**config.mk**
```make
export PLATFORM = sky130hd
export DESIGN_NAME = alu_issue32_flat
export DESIGN_NICKNAME = d
export VERILOG_FILES = /design/src/rtl/alu_issue32_if.sv /design/src/rtl/alu_issue32.sv /design/src/flat_wrapper.sv
export SDC_FILE = /design/constraint.sdc
export NUM_CORES = 1
export LEC_CHECK = 0
export ABC_AREA = 0
export CORE_ASPECT_RATIO = 0.75
export CORE_MARGIN = 10
export CORE_UTILIZATION = 41
export CTS_BUF_LIST = sky130_fd_sc_hd__clkbuf_16
export DETAILED_ROUTE_END_ITERATION = 8
export PLACE_DENSITY = 0.83
export SYNTH_ARGS = -nofsm -noshare
export SYNTH_HDL_FRONTEND = slang
export SYNTH_SLANG_ARGS = --single-unit
```
**constraint.sdc**
```tcl
create_clock -name clk -period 2.86 [get_ports clk]
set_clock_uncertainty 0.15 [all_clocks]
set_input_delay 0.286 -clock clk [delete_from_list [all_inputs] [get_ports clk]]
set_output_delay 0.286 -clock clk [all_outputs]
set_load 0.01 [all_outputs]
```
**src/rtl/alu_issue32_if.sv**
```systemverilog
// ============================================================================
// Module      : alu_issue32_if
// Description : Instruction-in / ALU-operation-out handshake bundle for the
//               alu_issue32 issue stage.
// Revision    : 1.0 - initial release
// ============================================================================
`default_nettype none

interface alu_issue32_if;
    logic        in_valid;
    logic        in_ready;
    logic [31:0] in_instr;
    logic [31:0] in_rs1_data;
    logic [31:0] in_rs2_data;
    logic        out_valid;
    logic        out_ready;
    logic [31:0] rs1;
    logic [31:0] rs2;
    logic [3:0]  alu_ctrl;
    logic [4:0]  out_rd;
    logic        out_illegal;

    // The issue stage itself
    modport slave (
        input  in_valid, in_instr, in_rs1_data, in_rs2_data, out_ready,
        output in_ready, out_valid, rs1, rs2, alu_ctrl, out_rd, out_illegal
    );

    // Upstream producer plus downstream ALU
    modport master (
        output in_valid, in_instr, in_rs1_data, in_rs2_data, out_ready,
        input  in_ready, out_valid, rs1, rs2, alu_ctrl, out_rd, out_illegal
    );
endinterface

`default_nettype wire

```
**src/rtl/alu_issue32.sv**
```systemverilog
// ============================================================================
// Module      : alu_issue32
// Description : RV32I ALU-instruction decode and issue stage with a
//               valid/ready output register; ALU_ISSUE_SKID_EN adds a skid slot.
// Revision    : 1.0 - initial release
// ============================================================================
`default_nettype none

module alu_issue32 (
    input  wire logic   clk,
    input  wire logic   rst,
    alu_issue32_if.slave bus
);

    localparam logic [6:0] c_OPC_OP     = 7'b0110011;
    localparam logic [6:0] c_OPC_OP_IMM = 7'b0010011;
    localparam logic [6:0] c_OPC_LUI    = 7'b0110111;
    localparam logic [6:0] c_F7_BASE    = 7'b0000000;
    localparam logic [6:0] c_F7_ALT     = 7'b0100000;

    localparam logic [3:0] c_ALU_ADD  = 4'b0000;
    localparam logic [3:0] c_ALU_SUB  = 4'b0001;
    localparam logic [3:0] c_ALU_AND  = 4'b0010;
    localparam logic [3:0] c_ALU_OR   = 4'b0011;
    localparam logic [3:0] c_ALU_XOR  = 4'b0100;
    localparam logic [3:0] c_ALU_SLL  = 4'b0101;
    localparam logic [3:0] c_ALU_SRL  = 4'b0110;
    localparam logic [3:0] c_ALU_SRA  = 4'b0111;
    localparam logic [3:0] c_ALU_SLT  = 4'b1000;
    localparam logic [3:0] c_ALU_SLTU = 4'b1001;

    // Record layout: {illegal, rd, alu_ctrl, operand B, operand A}
    localparam int c_REC_W = 1 + 5 + 4 + 32 + 32;

    logic [6:0]         w_opcode;
    logic [2:0]         w_funct3;
    logic [6:0]         w_funct7;
    logic [31:0]        w_op_a;
    logic [31:0]        w_op_b;
    logic [3:0]         w_ctrl;
    logic               w_illegal;
    logic [c_REC_W-1:0] w_dec_rec;

    logic               r_out_valid;
    logic [c_REC_W-1:0] r_out_rec;
    logic               w_push;

    assign w_opcode = bus.in_instr[6:0];
    assign w_funct3 = bus.in_instr[14:12];
    assign w_funct7 = bus.in_instr[31:25];

    always_comb begin
        w_illegal = 1'b0;
        w_ctrl    = c_ALU_ADD;
        w_op_a    = bus.in_rs1_data;
        w_op_b    = bus.in_rs2_data;
        case (w_opcode)
            c_OPC_OP: begin
                if (w_funct7 == c_F7_BASE) begin
                    case (w_funct3)
                        3'b000: w_ctrl = c_ALU_ADD;
                        3'b001: w_ctrl = c_ALU_SLL;
                        3'b010: w_ctrl = c_ALU_SLT;
                        3'b011: w_ctrl = c_ALU_SLTU;
                        3'b100: w_ctrl = c_ALU_XOR;
                        3'b101: w_ctrl = c_ALU_SRL;
                        3'b110: w_ctrl = c_ALU_OR;
                        3'b111: w_ctrl = c_ALU_AND;
                    endcase
                end else if (w_funct7 == c_F7_ALT && w_funct3 == 3'b000) begin
                    w_ctrl = c_ALU_SUB;
                end else if (w_funct7 == c_F7_ALT && w_funct3 == 3'b101) begin
                    w_ctrl = c_ALU_SRA;
                end else begin
                    w_illegal = 1'b1;
                end
            end
            c_OPC_OP_IMM: begin
                w_op_b = {{20{bus.in_instr[31]}}, bus.in_instr[31:20]};
                case (w_funct3)
                    3'b000: w_ctrl = c_ALU_ADD;
                    3'b001: begin
                        w_op_b = {27'b0, bus.in_instr[24:20]};
                        w_ctrl = c_ALU_SLL;
                        if (w_funct7 != c_F7_BASE) w_illegal = 1'b1;
                    end
                    3'b010: w_ctrl = c_ALU_SLT;
                    3'b011: w_ctrl = c_ALU_SLTU;
                    3'b100: w_ctrl = c_ALU_XOR;
                    3'b101: begin
                        w_op_b = {27'b0, bus.in_instr[24:20]};
                        if (w_funct7 == c_F7_BASE)     w_ctrl = c_ALU_SRL;
                        else if (w_funct7 == c_F7_ALT) w_ctrl = c_ALU_SRA;
                        else                           w_illegal = 1'b1;
                    end
                    3'b110: w_ctrl = c_ALU_OR;
                    3'b111: w_ctrl = c_ALU_AND;
                endcase
            end
            c_OPC_LUI: begin
                w_op_a = 32'b0;
                w_op_b = {bus.in_instr[31:12], 12'b0};
            end
            default: w_illegal = 1'b1;
        endcase
        // Illegal words still flow downstream, but carry no operands
        if (w_illegal) begin
            w_ctrl = c_ALU_ADD;
            w_op_a = 32'b0;
            w_op_b = 32'b0;
        end
    end

    assign w_dec_rec = {w_illegal, bus.in_instr[11:7], w_ctrl, w_op_b, w_op_a};

`ifdef ALU_ISSUE_SKID_EN
    logic               r_in_ready;
    logic               r_skid_valid;
    logic [c_REC_W-1:0] r_skid_rec;
    logic               w_pop;
    logic [1:0]         w_count;
    logic [1:0]         w_count_nxt;

    assign bus.in_ready = r_in_ready;
    assign w_push       = bus.in_valid && r_in_ready;
    assign w_pop        = r_out_valid && bus.out_ready;
    assign w_count      = {1'b0, r_out_valid} + {1'b0, r_skid_valid};
    assign w_count_nxt  = w_count + {1'b0, w_push} - {1'b0, w_pop};

    // in_ready is precomputed from next occupancy so out_ready never reaches it
    always_ff @(posedge clk) begin
        if (rst) begin
            r_in_ready   <= 1'b1;
            r_out_valid  <= 1'b0;
            r_out_rec    <= '0;
            r_skid_valid <= 1'b0;
            r_skid_rec   <= '0;
        end else begin
            r_in_ready <= (w_count_nxt < 2'd2);
            if (!r_out_valid || w_pop) begin
                if (r_skid_valid) begin
                    r_out_valid <= 1'b1;
                    r_out_rec   <= r_skid_rec;
                    if (w_push) r_skid_rec   <= w_dec_rec;
                    else        r_skid_valid <= 1'b0;
                end else if (w_push) begin
                    r_out_valid <= 1'b1;
                    r_out_rec   <= w_dec_rec;
                end else begin
                    r_out_valid <= 1'b0;
                end
            end else if (w_push) begin
                r_skid_valid <= 1'b1;
                r_skid_rec   <= w_dec_rec;
            end
        end
    end
`else
    assign bus.in_ready = !r_out_valid || bus.out_ready;
    assign w_push       = bus.in_valid && bus.in_ready;

    always_ff @(posedge clk) begin
        if (rst) begin
            r_out_valid <= 1'b0;
            r_out_rec   <= '0;
        end else if (w_push) begin
            r_out_valid <= 1'b1;
            r_out_rec   <= w_dec_rec;
        end else if (bus.out_ready) begin
            r_out_valid <= 1'b0;
        end
    end
`endif

    assign bus.out_valid   = r_out_valid;
    assign bus.rs1         = r_out_rec[31:0];
    assign bus.rs2         = r_out_rec[63:32];
    assign bus.alu_ctrl    = r_out_rec[67:64];
    assign bus.out_rd      = r_out_rec[72:68];
    assign bus.out_illegal = r_out_rec[73];

endmodule

`default_nettype wire

```
**src/flat_wrapper.sv**
```systemverilog
// flat-port wrapper written by rule: the top's interface ports become plain ports
module alu_issue32_flat 
  (clk, rst, bus_in_valid, bus_in_instr, bus_in_rs1_data, bus_in_rs2_data, bus_out_ready, bus_in_ready, bus_out_valid, bus_rs1, bus_rs2, bus_alu_ctrl, bus_out_rd, bus_out_illegal);
  alu_issue32_if bus_i ();
  input  wire logic clk;
  input  wire logic rst;
  input wire logic [$bits(bus_i.in_valid)-1:0] bus_in_valid;
  input wire logic [$bits(bus_i.in_instr)-1:0] bus_in_instr;
  input wire logic [$bits(bus_i.in_rs1_data)-1:0] bus_in_rs1_data;
  input wire logic [$bits(bus_i.in_rs2_data)-1:0] bus_in_rs2_data;
  input wire logic [$bits(bus_i.out_ready)-1:0] bus_out_ready;
  output wire logic [$bits(bus_i.in_ready)-1:0] bus_in_ready;
  output wire logic [$bits(bus_i.out_valid)-1:0] bus_out_valid;
  output wire logic [$bits(bus_i.rs1)-1:0] bus_rs1;
  output wire logic [$bits(bus_i.rs2)-1:0] bus_rs2;
  output wire logic [$bits(bus_i.alu_ctrl)-1:0] bus_alu_ctrl;
  output wire logic [$bits(bus_i.out_rd)-1:0] bus_out_rd;
  output wire logic [$bits(bus_i.out_illegal)-1:0] bus_out_illegal;
  assign bus_i.in_valid = bus_in_valid;
  assign bus_i.in_instr = bus_in_instr;
  assign bus_i.in_rs1_data = bus_in_rs1_data;
  assign bus_i.in_rs2_data = bus_in_rs2_data;
  assign bus_i.out_ready = bus_out_ready;
  assign bus_in_ready = bus_i.in_ready;
  assign bus_out_valid = bus_i.out_valid;
  assign bus_rs1 = bus_i.rs1;
  assign bus_rs2 = bus_i.rs2;
  assign bus_alu_ctrl = bus_i.alu_ctrl;
  assign bus_out_rd = bus_i.out_rd;
  assign bus_out_illegal = bus_i.out_illegal;
  alu_issue32 u_core (.clk(clk), .rst(rst), .bus(bus_i));
endmodule
```
==> results.py, run 1 <==
metrics = {
    "placement": {
        "pre_cts_ws_ns": 0.0464,
        "portBuffers": 175,
        "gp_congestion": 0.872,
        "hpwlAfterDp_mm": 10.8,
    },
    "sta": {
        "period_share_pct": 86.2,
        "fin_tns_setup_ns": 0,
        "drv_slew": 0,
        "holdWs_ns": 0.312,
        "period_needed_ns": 2.47,
        "max_freq_mhz": 405,
        "slew_headroom_pct": 20.3,
        "setup_ws_ns": 0.393,
        "finalHoldViolations": 0,
        "finalSetupViolations": 0,
        "rsz0062_at_grt": "false",
        "tightest_slew_ns": 1.20,
    },
    "clocking": {
        "cts_hold_buf": 0,
        "cts_sinks": 75,
        "cts_buffer_depth": 2,
        "cts_tree": "built",
        "htreeDepth": 3,
        "clockRootBuffer": "clkbuf_16",
        "clk_pin_slew_ns": 0.06,
        "post_cts_buffers": 0,
        "cts_resized": 0,
        "cts_made_buffers": 9,
        "clk_latency_ns": 0.34,
    },
    "min_path": {
        "worstHoldPathType": "reg -> reg",
        "whs_path_depth": 2,
    },
    "cells_and_area": {
        "mostFrequentLayoutCell": "clkdlybuf4s50_1",
        "multi_input_area_um2": 1950,
        "nets": 677,
        "num_antenna_cells": 0,
        "layout_common_cells": "173 x clkdlybuf4s50_1, 75 x dfxtp_1, 47 x nand2_1, 39 x a22o_1, 24 x o21ai_0",
        "fill_cells": 669,
        "regArea_um2": 1500,
        "area_growth_syn_to_layout_pct": 58.4,
        "final_layout_size_suffix_gt1_share_pct": 11.2,
        "final_util_pct": 67.7,
    },
    "die": {
        "core_um2": 8560,
        "start_util_pct": 42.8,
        "die-area_um2": 13100,
        "pin_count": 176,
        "die_w_um": 129,
        "die_h_um": 102,
        "rows": 29,
    },
    "critical_path": {
        "cp_max_fo": 13,
        "cp_data_required_time_ns": 2.92,
        "critPathLaunchType": "primary input",
        "criticalPathCategory": "in -> reg",
        "r2r_cells": 5,
        "critPathArrivalTime_ns": 2.53,
        "cp-end-kind": "flip-flop",
    },
    "flow_run": {
        "max_cap_viol_count": 0,
    },
    "drt": {
        "drc_errors": 0,
        "drtIter0Drc": 349,
        "vias": 4070,
        "wl_per_cell_um": 21.0,
        "vias_per_cell": 5.90,
        "drt-total-wl_mm": 14.5,
        "first_pass_iters": 5,
        "antenna_left": 0,
    },
    "grt": {
        "grt_pass1_wl_mm": 21.6,
        "grt.total_usage_pct": 20.7,
        "antenna_found_initial": 0,
        "grt_overflow_total": 0,
        "grt_max_degree": 43,
        "grt_pass1_vias": 4006,
    },
    "power_and_ir_drop": {
        "leakage_nw": 2.06,
        "power.density_nw_per_um2": 437,
        "ir_drop_mv": 0.286,
    },
    "synthesis": {
        "ys_types": 42,
        "synth_area_um2": 3660,
        "yosysSeqAreaShare_pct": 41.0,
        "syn_inst": 413,
        "syn_nets": 513,
        "ys_seq_elements": 75,
        "avgSynthCellArea_um2": 8.86,
        "yosysWarnings": 0,
    },
    "outcome": {
        "status": "complete, no violations",
    },
}
-- critical path, cell delays in order --
cell	delay, ns
clkdlybuf4s50_1	0.44
nor3b_2	0.33
nand3_1	0.15
a21oi_1	0.94
o32a_1	0.31
o31ai_2	0.06
-- synth_stat cells --
cell type,count,area (um2)
a221oi_2,3,45.0
buf_1,4,15.0
nand2b_1,9,56.3
a31o_2,1,8.76
or3_1,1,6.26
nand4_1,6,37.5
o2111ai_2,1,15.0
nor3b_2,1,12.5
o32a_1,13,130
nor4_4,1,21.3
dfxtp_1,75,1500
o21ai_0,24,120
nand3_1,23,115
inv_1,8,30.0
and2_1,3,18.8
or4_1,2,15.0
clkbuf_1,31,116
o22ai_1,6,37.5
and3_1,2,12.5
buf_6,3,33.8
nor2_1,19,71.3
a2bb2oi_1,6,52.6
or2_1,1,6.26
o2111ai_1,1,8.76
nor3_4,1,16.3
a211oi_2,4,50.1
or4_4,1,11.3
a21oi_1,19,95.1
nor3_1,14,70.1
a21boi_0,6,45.0
nand2_1,47,176
a21o_1,6,45.0
buf_2,3,15.0
o31ai_2,13,163
o31ai_1,1,7.51
a211oi_1,1,7.51
a22o_1,39,342
xor2_1,1,8.76
a2111oi_2,1,15.0
a221oi_1,10,87.6
a32oi_1,1,8.76
a222oi_1,1,10.0
-- registers in the layout (all words and copies together) (netlist names) --
register	count
u_core.bus.out_valid	1
u_core.r_out_rec	74
-- per-stage QoR --
step	area [um2]	power, W	instances
after detailed placement	5520	0.00145	674
after floorplan	3660	0.00123	413
after global routing	5800	0.00262	690
final	5800	0.00254	690
after CTS	5800	0.00254	690
after global placement	5520	0.00144	674
-- layer usage --
metal  track usage, %  up-vias  part of all wire (%)
met5                0        -                     0
met4             6.63        0                   1.8
met3             9.26       29                    11
met2             34.8      221                    48
met1             23.1     1920                    39
li1                 -     1900                     -
-- path summary, 6_finish.rpt --
check                         end  slack, ns            startpoint
max reg2reg  u_core.r_out_rec[64]       0.87  u_core.bus.out_valid
min reg2reg  u_core.r_out_rec[66]       0.31  u_core.r_out_rec[66]
min          u_core.r_out_rec[66]       0.31  u_core.r_out_rec[66]
max          u_core.r_out_rec[46]       0.39       bus_in_instr[4]
-- report_power, final --
part           leakage [nW]  switching, W  total, W  internal (W)
clock                 0.131      0.000505   0.00111      0.000601
sequential            0.605    0.00000493   0.00106       0.00105
combinational          1.33      0.000177  0.000373      0.000197
total                  2.06      0.000686   0.00254       0.00185
-- cell families (layout without fill, tap and decap cells) --
logic type      count (synthesis)  after routing  share of synthesized area [%]
buf+inv                        49            218                           5.74
compound gates                157            157                           35.3
flops                          75             75                           41.0
simple gates                  131            131                           17.7
xor+xnor                        1              1                          0.239
-- cell type report --
class	instances	share of cell area (%)
tap	108	2.33
timing repair buffer	194	32.7
inverter	8	0.518
clock buffer	9	3.88
clock inverter	7	1.04
multi-input combinational	289	33.6
sequential	75	25.9
Note: power is estimated with default switching activity, not from simulation.
==> run 2, diff against run 1 <==
Settings changed: REMOVE_ABC_BUFFERS set to 1.
==> run 2 against run 1 <==
Worst hold slack lost 0.13 ns. Maximum frequency decreased by 2.2%. Clock power rose by 9.9%. Via count shrank 2.3%. Critical path type unchanged. Critical endpoint is now u_core.r_out_rec[38].
==> results.py, run 2 (synthesis results as in run 1) <==
metrics = {
    "critical_path": {
        "critPathLaunchType": "primary input",
        "slowest_stage": "or4_4",
        "cp_data_required_time_ns": 2.94,
        "cp_max_fo": 25,
        "cp-end-kind": "flip-flop",
        "critPathArrivalTime_ns": 2.60,
        "worstReg2RegStart": "u_core.bus.out_valid",
        "max_stage_delay_ns": 0.58,
        "critical_path.startpoint": "bus_in_instr[26]",
        "cp_cell_sequence": "clkdlybuf4s50_1 > or4_4 > nor3_4 > o2111ai_2 > or2_1 > buf_4 > a221oi_1",
        "criticalPathCategory": "in -> reg",
    },
    "cells_and_area": {
        "final_layout_size_suffix_gt1_share_pct": 11.0,
        "regArea_um2": 1500,
        "fill_cells": 683,
        "final_cell_area_um2": 5850,
        "num_antenna_cells": 0,
        "layout_common_cells": "173 x clkdlybuf4s50_1, 75 x dfxtp_1, 47 x nand2_1, 39 x a22o_1, 24 x o21ai_0",
        "regMostFlops": "u_core.r_out_rec",
        "largest_reg_flops": 74,
        "multi_input_area_um2": 1950,
        "mostFrequentLayoutCell": "clkdlybuf4s50_1",
        "area_growth_syn_to_layout_pct": 59.9,
        "fin_cells": 691,
        "nets": 678,
    },
    "clocking": {
        "cts_made_buffers": 9,
        "clk_pin_slew_ns": 0.06,
        "cts_hold_buf": 0,
        "clk_latency_ns": 0.34,
        "cts_buffer_depth": 2,
        "post_cts_buffers": 0,
        "htreeDepth": 3,
        "clockRootBuffer": "clkbuf_16",
        "cts_tree": "built",
        "cts_resized": 0,
        "cts_sinks": 75,
    },
    "drt": {
        "antenna_left": 0,
        "vias": 3975,
        "drtIter0Drc": 349,
        "vias_per_cell": 5.75,
        "drc_errors": 0,
        "wl_per_cell_um": 20.5,
        "drt-total-wl_mm": 14.1,
        "first_pass_iters": 6,
    },
    "sta": {
        "finalSetupViolations": 0,
        "drv_slew": 0,
        "fin_tns_setup_ns": 0,
        "finalHoldViolations": 0,
        "setup_ws_ns": 0.337,
        "max_freq_mhz": 396,
        "period_share_pct": 88.2,
        "period_needed_ns": 2.52,
        "holdWs_ns": 0.184,
        "tightest_slew_ns": 0.526,
        "slew_headroom_pct": 64.9,
        "rsz0062_at_grt": "false",
    },
    "placement": {
        "gp_congestion": 0.840,
        "pre_cts_ws_ns": 0.0207,
        "portBuffers": 175,
        "dp_cells": 675,
        "place_area_um2": 5540,
        "hpwlAfterDp_mm": 10.6,
    },
    "die": {
        "die_h_um": 102,
        "die_w_um": 129,
        "rows": 29,
        "pin_count": 176,
        "start_util_pct": 42.8,
        "core_um2": 8560,
        "die-area_um2": 13100,
    },
    "grt": {
        "grt_pass1_wl_mm": 21.8,
        "grt.total_usage_pct": 20.6,
        "antenna_found_initial": 0,
        "grt_pass1_vias": 3981,
        "grt_max_degree": 42,
        "grt_overflow_total": 0,
    },
    "min_path": {
        "worstHoldPathType": "in -> reg",
        "hp-start": "rst",
    },
    "outcome": {
        "status": "complete, no violations",
    },
    "power_and_ir_drop": {
        "leakage_nw": 2.10,
        "power.density_nw_per_um2": 453,
        "ir_drop_mv": 0.356,
    },
    "flow_run": {
        "max_cap_viol_count": 0,
    },
}
[run 2: changes by cell type in the layout (fill, tap and decap cells not counted), sizes merged]
cell	previous run	this run
buf	21	22
bufinv	0	2
clkinv	1	2
clkinvlp	3	1
inv	11	10
[run 2: final timing paths]
kind                          end  slack [ns]  cells after the start
max reg2reg  u_core.r_out_rec[38]        0.76                      6
max          u_core.r_out_rec[38]        0.34                      7
min reg2reg  u_core.r_out_rec[72]        0.31                      2
min          u_core.r_out_rec[68]        0.18                      2
[run 2: cell type report]
| type | count | share of cell area (%) |
|---|---|---|
| Multi-Input combinational cell | 289 | 33.3 |
| Timing Repair Buffer | 195 | 32.7 |
| Sequential cell | 75 | 25.7 |
| Clock buffer | 9 | 3.85 |
| Tap cell | 108 | 2.31 |
| Clock inverter | 7 | 1.58 |
| Inverter | 8 | 0.513 |
[run 2: worst max-delay path: cells and delay by family]
kind / cells / cell delay [ns]
buffers and inverters: 2 / 0.70
and+or+nand+nor: 3 / 1.03
AOI/OAI and AO/OA: 2 / 0.58
[run 2: report_power, final]
part | switching (W) | internal (W)
clock | 0.000457 | 0.000762
sequential | 0.00000462 | 0.00105
combinational | 0.000175 | 0.000200
[run 2: stage by stage]
step | util [%] | power (W)
final | 68.4 | 0.00265
after global routing | 68.4 | 0.00274
after floorplan | - | 0.00120
after CTS | 68.4 | 0.00266
after global placement | 64.6 | 0.00144
after detailed placement | 64.6 | 0.00145
[run 2: metal layers]
metal / vias to the layer above / GRT usage [%] / share of wire, %
met5: - / 0 / 0
met4: 0 / 6.36 / 2.1
met3: 26 / 8.07 / 9.2
met2: 187 / 34.4 / 49
met1: 1870 / 24.1 / 40
li1: 1892 / - / -
